File: src/rtl/fetch_queue.sv
// Instruction prefetch buffer: streams sequential fetches from a combinational imem
// into a small FIFO and hands them to decode over valid/ready; redirect flushes and restarts.
module fetch_queue #(
    parameter int          DEPTH    = 4,
    parameter logic [31:0] RESET_PC = 32'h0000_0000
) (
    input  logic                     clk,
    input  logic                     rst,
    output logic [31:0]              imem_addr,
    input  logic [31:0]              imem_data,
    output logic                     out_valid,
    input  logic                     out_ready,
    output logic [31:0]              out_instr,
    output logic [31:0]              out_pc,
    input  logic                     redirect_valid,
    input  logic [31:0]              redirect_pc,
    output logic [$clog2(DEPTH):0]   occupancy
);

    localparam int PW = $clog2(DEPTH);
    localparam int CW = PW + 1;

    logic [31:0]   fetch_pc_reg, fetch_pc_next;
    logic [CW-1:0] count_reg, count_next;
    logic [PW-1:0] rd_ptr_reg, rd_ptr_next;
    logic [PW-1:0] wr_ptr_reg, wr_ptr_next;
    logic [31:0]   head_pc_reg, head_pc_next;
    logic [31:0]   head_instr_reg, head_instr_next;

    logic [31:0]   entry_pc    [DEPTH];
    logic [31:0]   entry_instr [DEPTH];

    logic pop;
    logic push;

    assign pop  = (count_reg != '0) & out_ready;
    assign push = !redirect_valid & ((count_reg < CW'(DEPTH)) | pop);

    always_comb begin
        fetch_pc_next   = fetch_pc_reg;
        count_next      = count_reg;
        rd_ptr_next     = rd_ptr_reg;
        wr_ptr_next     = wr_ptr_reg;
        head_pc_next    = head_pc_reg;
        head_instr_next = head_instr_reg;

        if (redirect_valid) begin
            fetch_pc_next = redirect_pc & 32'hFFFF_FFFC;
            count_next    = '0;
            rd_ptr_next   = '0;
            wr_ptr_next   = '0;
        end else begin
            if (pop) begin
                rd_ptr_next = rd_ptr_reg + PW'(1);
            end
            if (push) begin
                wr_ptr_next   = wr_ptr_reg + PW'(1);
                fetch_pc_next = fetch_pc_reg + 32'd4;
            end
            case ({push, pop})
                2'b10:   count_next = count_reg + CW'(1);
                2'b01:   count_next = count_reg - CW'(1);
                default: count_next = count_reg;
            endcase
        end

        // The head output is registered, so the entry being written this cycle
        // must be forwarded when it becomes the new head.
        if (count_next != '0) begin
            if (push && (wr_ptr_reg == rd_ptr_next)) begin
                head_pc_next    = fetch_pc_reg;
                head_instr_next = imem_data;
            end else begin
                head_pc_next    = entry_pc[rd_ptr_next];
                head_instr_next = entry_instr[rd_ptr_next];
            end
        end
    end

    always_ff @(posedge clk) begin
        if (push) begin
            entry_pc[wr_ptr_reg]    <= fetch_pc_reg;
            entry_instr[wr_ptr_reg] <= imem_data;
        end
    end

    always_ff @(posedge clk or posedge rst) begin
        if (rst) begin
            fetch_pc_reg   <= RESET_PC;
            count_reg      <= '0;
            rd_ptr_reg     <= '0;
            wr_ptr_reg     <= '0;
            head_pc_reg    <= '0;
            head_instr_reg <= '0;
        end else begin
            fetch_pc_reg   <= fetch_pc_next;
            count_reg      <= count_next;
            rd_ptr_reg     <= rd_ptr_next;
            wr_ptr_reg     <= wr_ptr_next;
            head_pc_reg    <= head_pc_next;
            head_instr_reg <= head_instr_next;
        end
    end

    assign imem_addr = fetch_pc_reg;
    assign out_valid = (count_reg != '0);
    assign occupancy = count_reg;
    assign out_pc    = head_pc_reg;
    assign out_instr = head_instr_reg;

endmodule
File: config.mk
export PLATFORM = sky130hd
export DESIGN_NAME = fetch_queue
export DESIGN_NICKNAME = d
export VERILOG_FILES = /design/src/rtl/fetch_queue.sv
export SDC_FILE = /design/constraint.sdc
export NUM_CORES = 1
export LEC_CHECK = 0
export ABC_AREA = 1
export BUFFER_PORTS_ARGS = -buffer_cell sky130_fd_sc_hd__buf_2
export CAP_MARGIN = 20
export CORE_AREA = 5 5 173 175
export CTS_BUF_LIST = sky130_fd_sc_hd__clkbuf_16
export CTS_CLUSTER_DIAMETER = 30
export DETAILED_ROUTE_END_ITERATION = 10
export DIE_AREA = 0 0 178 180
export PLACE_DENSITY_LB_ADDON = 0.12
export SLEW_MARGIN = 20
export SYNTH_ARGS = -nofsm -noshare
export SYNTH_HDL_FRONTEND = slang
export SYNTH_SLANG_ARGS = --single-unit
export TNS_END_PERCENT = 100
File: constraint.sdc
create_clock -name clk -period 7.43 [get_ports clk]
set_clock_uncertainty 0.1 [all_clocks]
set_input_delay 0.3715 -clock clk [delete_from_list [all_inputs] [get_ports clk]]
set_output_delay 0.3715 -clock clk [all_outputs]
set_load 0.005 [all_outputs]
== After elaboration in Yosys (flattened, before gate mapping) ==
Memories as Yosys holds them, arrays and structs flattened. A register that Yosys moved wholly into a read port is not among the register bits.
Cells that the tools add are included.

* Flip-flop bits (word level): 39
* Memories kept: 2
* Memory bits (writable): 256

* Equal/unequal tests: 2
* Multiplexer cells: 10
* Add/subtract/negate cells: 5
* Bitwise operators: 3
* Reduce and logical (&&, ||, !) cells: 4
* $lt $le $gt $ge: 1

{| class="wikitable"
|+ Memories
! name !! words !! width !! read ports !! clocked after memory_dff !! wr ports !! RTL line !! RTL
|-
| entry_instr || 4 || 32 || 1 || 1 || 1 || 31 || <nowiki>logic [31:0] entry_instr [DEPTH];</nowiki>
|-
| entry_pc || 4 || 32 || 1 || 1 || 1 || 30 || <nowiki>logic [31:0] entry_pc [DEPTH];</nowiki>
|}

{| class="wikitable"
|+ Operator list
! operator !! count
|-
| two-way mux 32 bit || 2
|-
| adder 32 x 3 -> 32 bit, second input constant || 1
|-
| two-way mux 2 bit || 4
|-
| case mux 3 bit (2 select lines) || 1
|-
| nonzero test 3 bit || 2
|-
| adder 2 x 1 -> 2 bit, second input constant || 2
|-
| adder 3 x 1 -> 3 bit, second input constant || 1
|-
| < comparator 3 bit, second input constant || 1
|-
| two-way mux 3 bit || 1
|-
| subtractor 3 x 1 -> 3 bit, second input constant || 1
|-
| bitwise AND 1 bit || 2
|-
| == test 2 x 1 -> 1 bit, second input constant || 1
|-
| == test 2 bit, second input constant || 1
|-
| two-way mux 1 bit || 2
|-
| nonzero test 2 bit || 1
|-
| zero test 1 bit || 1
|-
| bitwise OR 1 bit || 1
|}

== Depth between registers and ports, before layout ==
* Word-level depth: 8
* Depth in mapped cells: 18
* Mapped depth without buffers: 16

== Worst setup path after synthesis ==
Ideal clock, no wire load.

* Path type: input-to-reg
* Start: in redirect_valid
* End: mem entry_instr[0][0], enable pin
* Cell stages on the path: 5
* Path slack: 3.029 ns
* Data arrival time: 3.818 ns
* Data required time: 6.848 ns
* Path through: clkbuf_2 nor2_1 inv_1 clkbuf_1 nor2_1

* Word-level cells in the longest chain between the ends: 4

{| class="wikitable"
|+ RTL lines
! element !! RTL line !! RTL
|-
| start, declared || 15 || <nowiki>input logic redirect_valid,</nowiki>
|-
| zero test 1 bit || 37 || <nowiki>assign push = !redirect_valid & ((count_reg < CW'(DEPTH)) | pop);</nowiki>
|-
| bitwise AND 1 bit || 37 ||
|-
| two-way mux 1 bit || 81 || <nowiki>if (push) begin</nowiki>
|-
| two-way mux 1 bit (implied by the code) || 83 || <nowiki>entry_instr[wr_ptr_reg] <= imem_data;</nowiki>
|-
| end, declared || 31 ||
|}

No other way between the ends.

== Final worst setup path ==
* Start: reg count_reg[2], in the netlist occupancy[2]
* End: reg head_pc_reg[20], in the netlist out_pc[20], read port of entry_pc

* Word-level cells in the longest chain between the ends: 8

{| class="wikitable"
|+ RTL lines
! element !! RTL line !! RTL
|-
| start, declared || 24 || <nowiki>logic [CW-1:0] count_reg, count_next;</nowiki>
|-
| start signal, assigned || 97 || <nowiki>count_reg <= count_next;</nowiki>
|-
| parallel branches: the longest is 5 deep, another holds < comparator 3 bit || - ||
|-
| case mux 3 bit (2 select lines) (*) || 60 || <nowiki>case ({push, pop})</nowiki>
|-
| two-way mux 3 bit (*) || 47 || <nowiki>if (redirect_valid) begin</nowiki>
|-
| via count_next[1] || 24 ||
|-
| nonzero test 3 bit (*) || 69 || <nowiki>if (count_next != '0) begin</nowiki>
|-
| end, declared || 27 || <nowiki>logic [31:0] head_pc_reg, head_pc_next;</nowiki>
|}

Mark *: on every way through the listed nets, which the timed path passes.
A chain may end at the register's enable or synchronous reset.

==> results.py <==
metrics = {
    "drt": {
        "antenna_left": 0,
        "vias_per_cell": 5.51,
        "wl_per_cell_microns": 18.6,
        "dr_total_vias": 12115,
        "initialDrtViolationCount": 1154,
        "routed_wl_microns": 40900,
        "drt-pass1-iter-count": 6,
        "route.detailed.drc": 0,
    },
    "clocking": {
        "h-tree-depth": 3,
        "ctsLongestPathBuffers": 3,
        "clock_sinks": 347,
        "cts_inserted_buffers": 68,
        "cts_resized": 0,
        "cts_tree": "built",
        "path_clk_slew_ns": 0.05,
        "cts-root-buf": "clkbuf_16",
        "clk_latency_ns": 0.55,
        "cts_setup_buffers": 0,
    },
    "synthesis": {
        "yosysTopAreaCell": "edfxtp_1",
        "synth_top_area_share_pct": 48.8,
        "ys_seq_area_share_pct": 65.0,
        "syn_area_sq_um": 15300,
        "async_flop_share_pct": 28.5,
        "synth_adder_area_share_pct": 0.623,
        "synth_edf_count": 248,
        "synth_compound_area_share_pct": 2.35,
        "synth_xor_xnor_area_share_pct": 0.804,
        "synth_top_family_by_area": "simple AND/OR/NAND/NOR gates",
        "synth_seq_cells": 347,
        "ys_warn_count": 0,
        "synth-simple-area-share_pct": 26.0,
        "synth.area.top_cells": "edfxtp_1, dfrtp_1, nand2_1, nand3_1, inv_1",
        "synthMuxAreaShare_pct": 0,
        "synthFlopType": "edfxtp_1",
        "syn_area_per_cell_sq_um": 9.86,
        "syn_inst": 1548,
        "yosys.cell_types.count": 34,
    },
    "sta": {
        "fin_crit_sh_pct": 56.8,
        "finalMaxSlewViolations": 0,
        "finalSetupTns_ns": 0,
        "hold_viol": 0,
        "relSlewSlack_pct": 38.0,
        "rsz0062_at_grt": "no",
        "setup_viol": 0,
        "tightest_slew_ns": 0.930,
        "fin_crit_ns": 4.22,
        "max_freq_ghz": 0.237,
    },
    "setup_path": {
        "cp_slowest_stage_delay_ns": 0.56,
        "path_class": "register to register",
        "startpoint": "occupancy[2]",
        "reg2reg_slack_ns": 3.21,
        "timing.rr.start": "occupancy[2]",
        "rr_endpoint": "out_pc[20]",
        "path_cells": "inv_1 > nor2_1 > nor2_2 > inv_1 > ha_1 > fa_1 > o21ai_0 > nor2_1 > or2_1 > inv_1 > nand2_2 > inv_2 > buf_4 > nand2_1 > nand2_1",
        "path_buf_inv": 5,
        "rr_worst_depth": 15,
        "critical_path_arrival_ns": 4.59,
        "cpMostUsedCell": "inv_1",
        "startpoint_type": "register",
        "cp_slowest_cell": "inv_1",
        "cp_top_family": "buffers and inverters",
        "required_ns": 7.79,
        "crit_fanout": 40,
        "critPathCaptureType": "register",
    },
    "run": {
        "maxCapViolations": 0,
    },
    "pwr": {
        "vdd_ir_drop_max_mv": 0.222,
        "finalPower_uw": 7830,
        "p_leak_uw": 0.00847,
        "power_density_nw_per_um2": 407,
    },
    "placed_design": {
        "post-dp-hpwl_microns": 22300,
        "portBuffers": 161,
        "place_area_sq_um": 16300,
        "gp_congestion": 0.928,
    },
    "min_path": {
        "hold_class": "primary input to register",
        "min-delay-start": "redirect_pc[19]",
        "worstHoldEndpoint": "imem_addr[19]",
        "holdPathStages": 3,
    },
    "finish": {
        "final_area_sq_um": 19300,
        "regArea_sq_um": 9920,
        "final_net_count": 1835,
        "num-fill-cells": 2155,
        "n_antenna_cell": 0,
        "regMostFlops": "entry_instr",
        "largest_reg_flops": 128,
        "multi_input_area_sq_um": 4630,
        "drive_above_1_share_pct": 17.1,
        "syn2layout_area_growth_pct": 26.2,
    },
    "status": {
        "run_status": "finished clean",
    },
    "grt": {
        "grt_max_degree": 105,
        "track_usage_pct": 25.6,
        "overflow": 0,
        "grt_pass1_vias": 12000,
        "grt_pass1_wl_microns": 65000,
        "grt_antenna_before_repair": 0,
    },
    "die": {
        "die_h_microns": 180,
        "io_pins": 168,
        "rows": 62,
        "initial_core_util_pct": 53.9,
        "design.core.area_sq_um": 28300,
        "die_x_microns": 178,
        "fp.dieArea_sq_um": 32000,
    },
}
## power by group
group	switching, uW	internal (uW)
Combinational	1380	638
Sequential	214	2510
Clock	1010	2080
## Yosys cell counts, drive strengths merged (4+ instances only)
cell / n
nor3: 12
clkbuf: 42
nand3: 335
nand2: 527
o21ai: 18
nor2: 40
ha: 6
xor2: 14
a21oi: 11
nand4: 13
buf: 49
dfrtp: 99
o211ai: 4
edfxtp: 248
a22oi: 16
inv: 103
## per-layer routing
layer  GRT usage, %  wire [microns]
met1           35.2           16800
met2           41.5           19800
met3           4.77            3410
met4           8.26             900
met5              0               0
## placed cells by master, fill, tap and decap left out, types with 8 or more instances in the layout
| master | count |
|---|---|
| buf_4 | 15 |
| a21oi_1 | 10 |
| dlygate4sd3_1 | 53 |
| clkbuf_16 | 70 |
| nor3_1 | 12 |
| nand3_1 | 333 |
| clkinv_2 | 15 |
| clkinvlp_4 | 8 |
| xor2_1 | 14 |
| inv_1 | 102 |
| nor2_1 | 34 |
| nand4_1 | 13 |
| edfxtp_1 | 248 |
| dfrtp_1 | 99 |
| a22oi_1 | 16 |
| bufinv_16 | 10 |
| buf_2 | 161 |
| o21ai_0 | 18 |
| nand2_1 | 523 |
## worst reg2reg max path, delay by kind of cell, from the launching register on
kind / cells / cell delay, ns
buffers and inverters: 5 / 1.59
DFF: 1 / 0.41
and+or+nand+nor: 7 / 1.11
AOI/OAI and AO/OA: 1 / 0.19
adders and majority gates: 2 / 0.77
## layout make-up
type,count,area share (%)
inverters,103,2.03
clock inverters,55,3.19
flip-flops and latches,347,51.6
multi-input cells,1010,24.1
clock buffers,70,9.10
repair buffers,230,7.58
well taps,384,2.50
## cell families after synthesis
kind of cell | Yosys count
simple gates | 929
fa+ha+maj | 7
xor+xnor | 14
buf+inv | 194
compound gates | 56
flops | 347
other cells | 1
## metrics by stage
stage | setup slack, ns | std cells | utilization (%) | hold slack, ns
after floorplan | 3.03 | 1551 | - | 0.370
final | 3.21 | 2199 | 68.0 | 0.0186
after detailed placement | 3.07 | 2021 | 57.7 | 0.360
after CTS | 3.16 | 2199 | 68.0 | 0.000143
after global placement | 3.13 | 2021 | 57.7 | 0.358
after global routing | 2.89 | 2199 | 68.0 | 0.0121
## how the worst max path moves through the flow
| stage | end | cells after the start |
|---|---|---|
| after floorplan | entry_instr[0][0] | 5 |
| final | out_pc[20] | 15 |
| after global placement | out_pc[7] | 9 |
| after global routing | out_instr[1] | 15 |
| after detailed placement | out_pc[7] | 9 |
| after CTS | out_pc[20] | 15 |
## repair_timing
item                                   4_1_cts  5_1_grt
hold buffers                                53        0
endpoints found under the hold margin      206        0
setup endpoints to repair                    0        0
(Power assumes the default switching activity.)
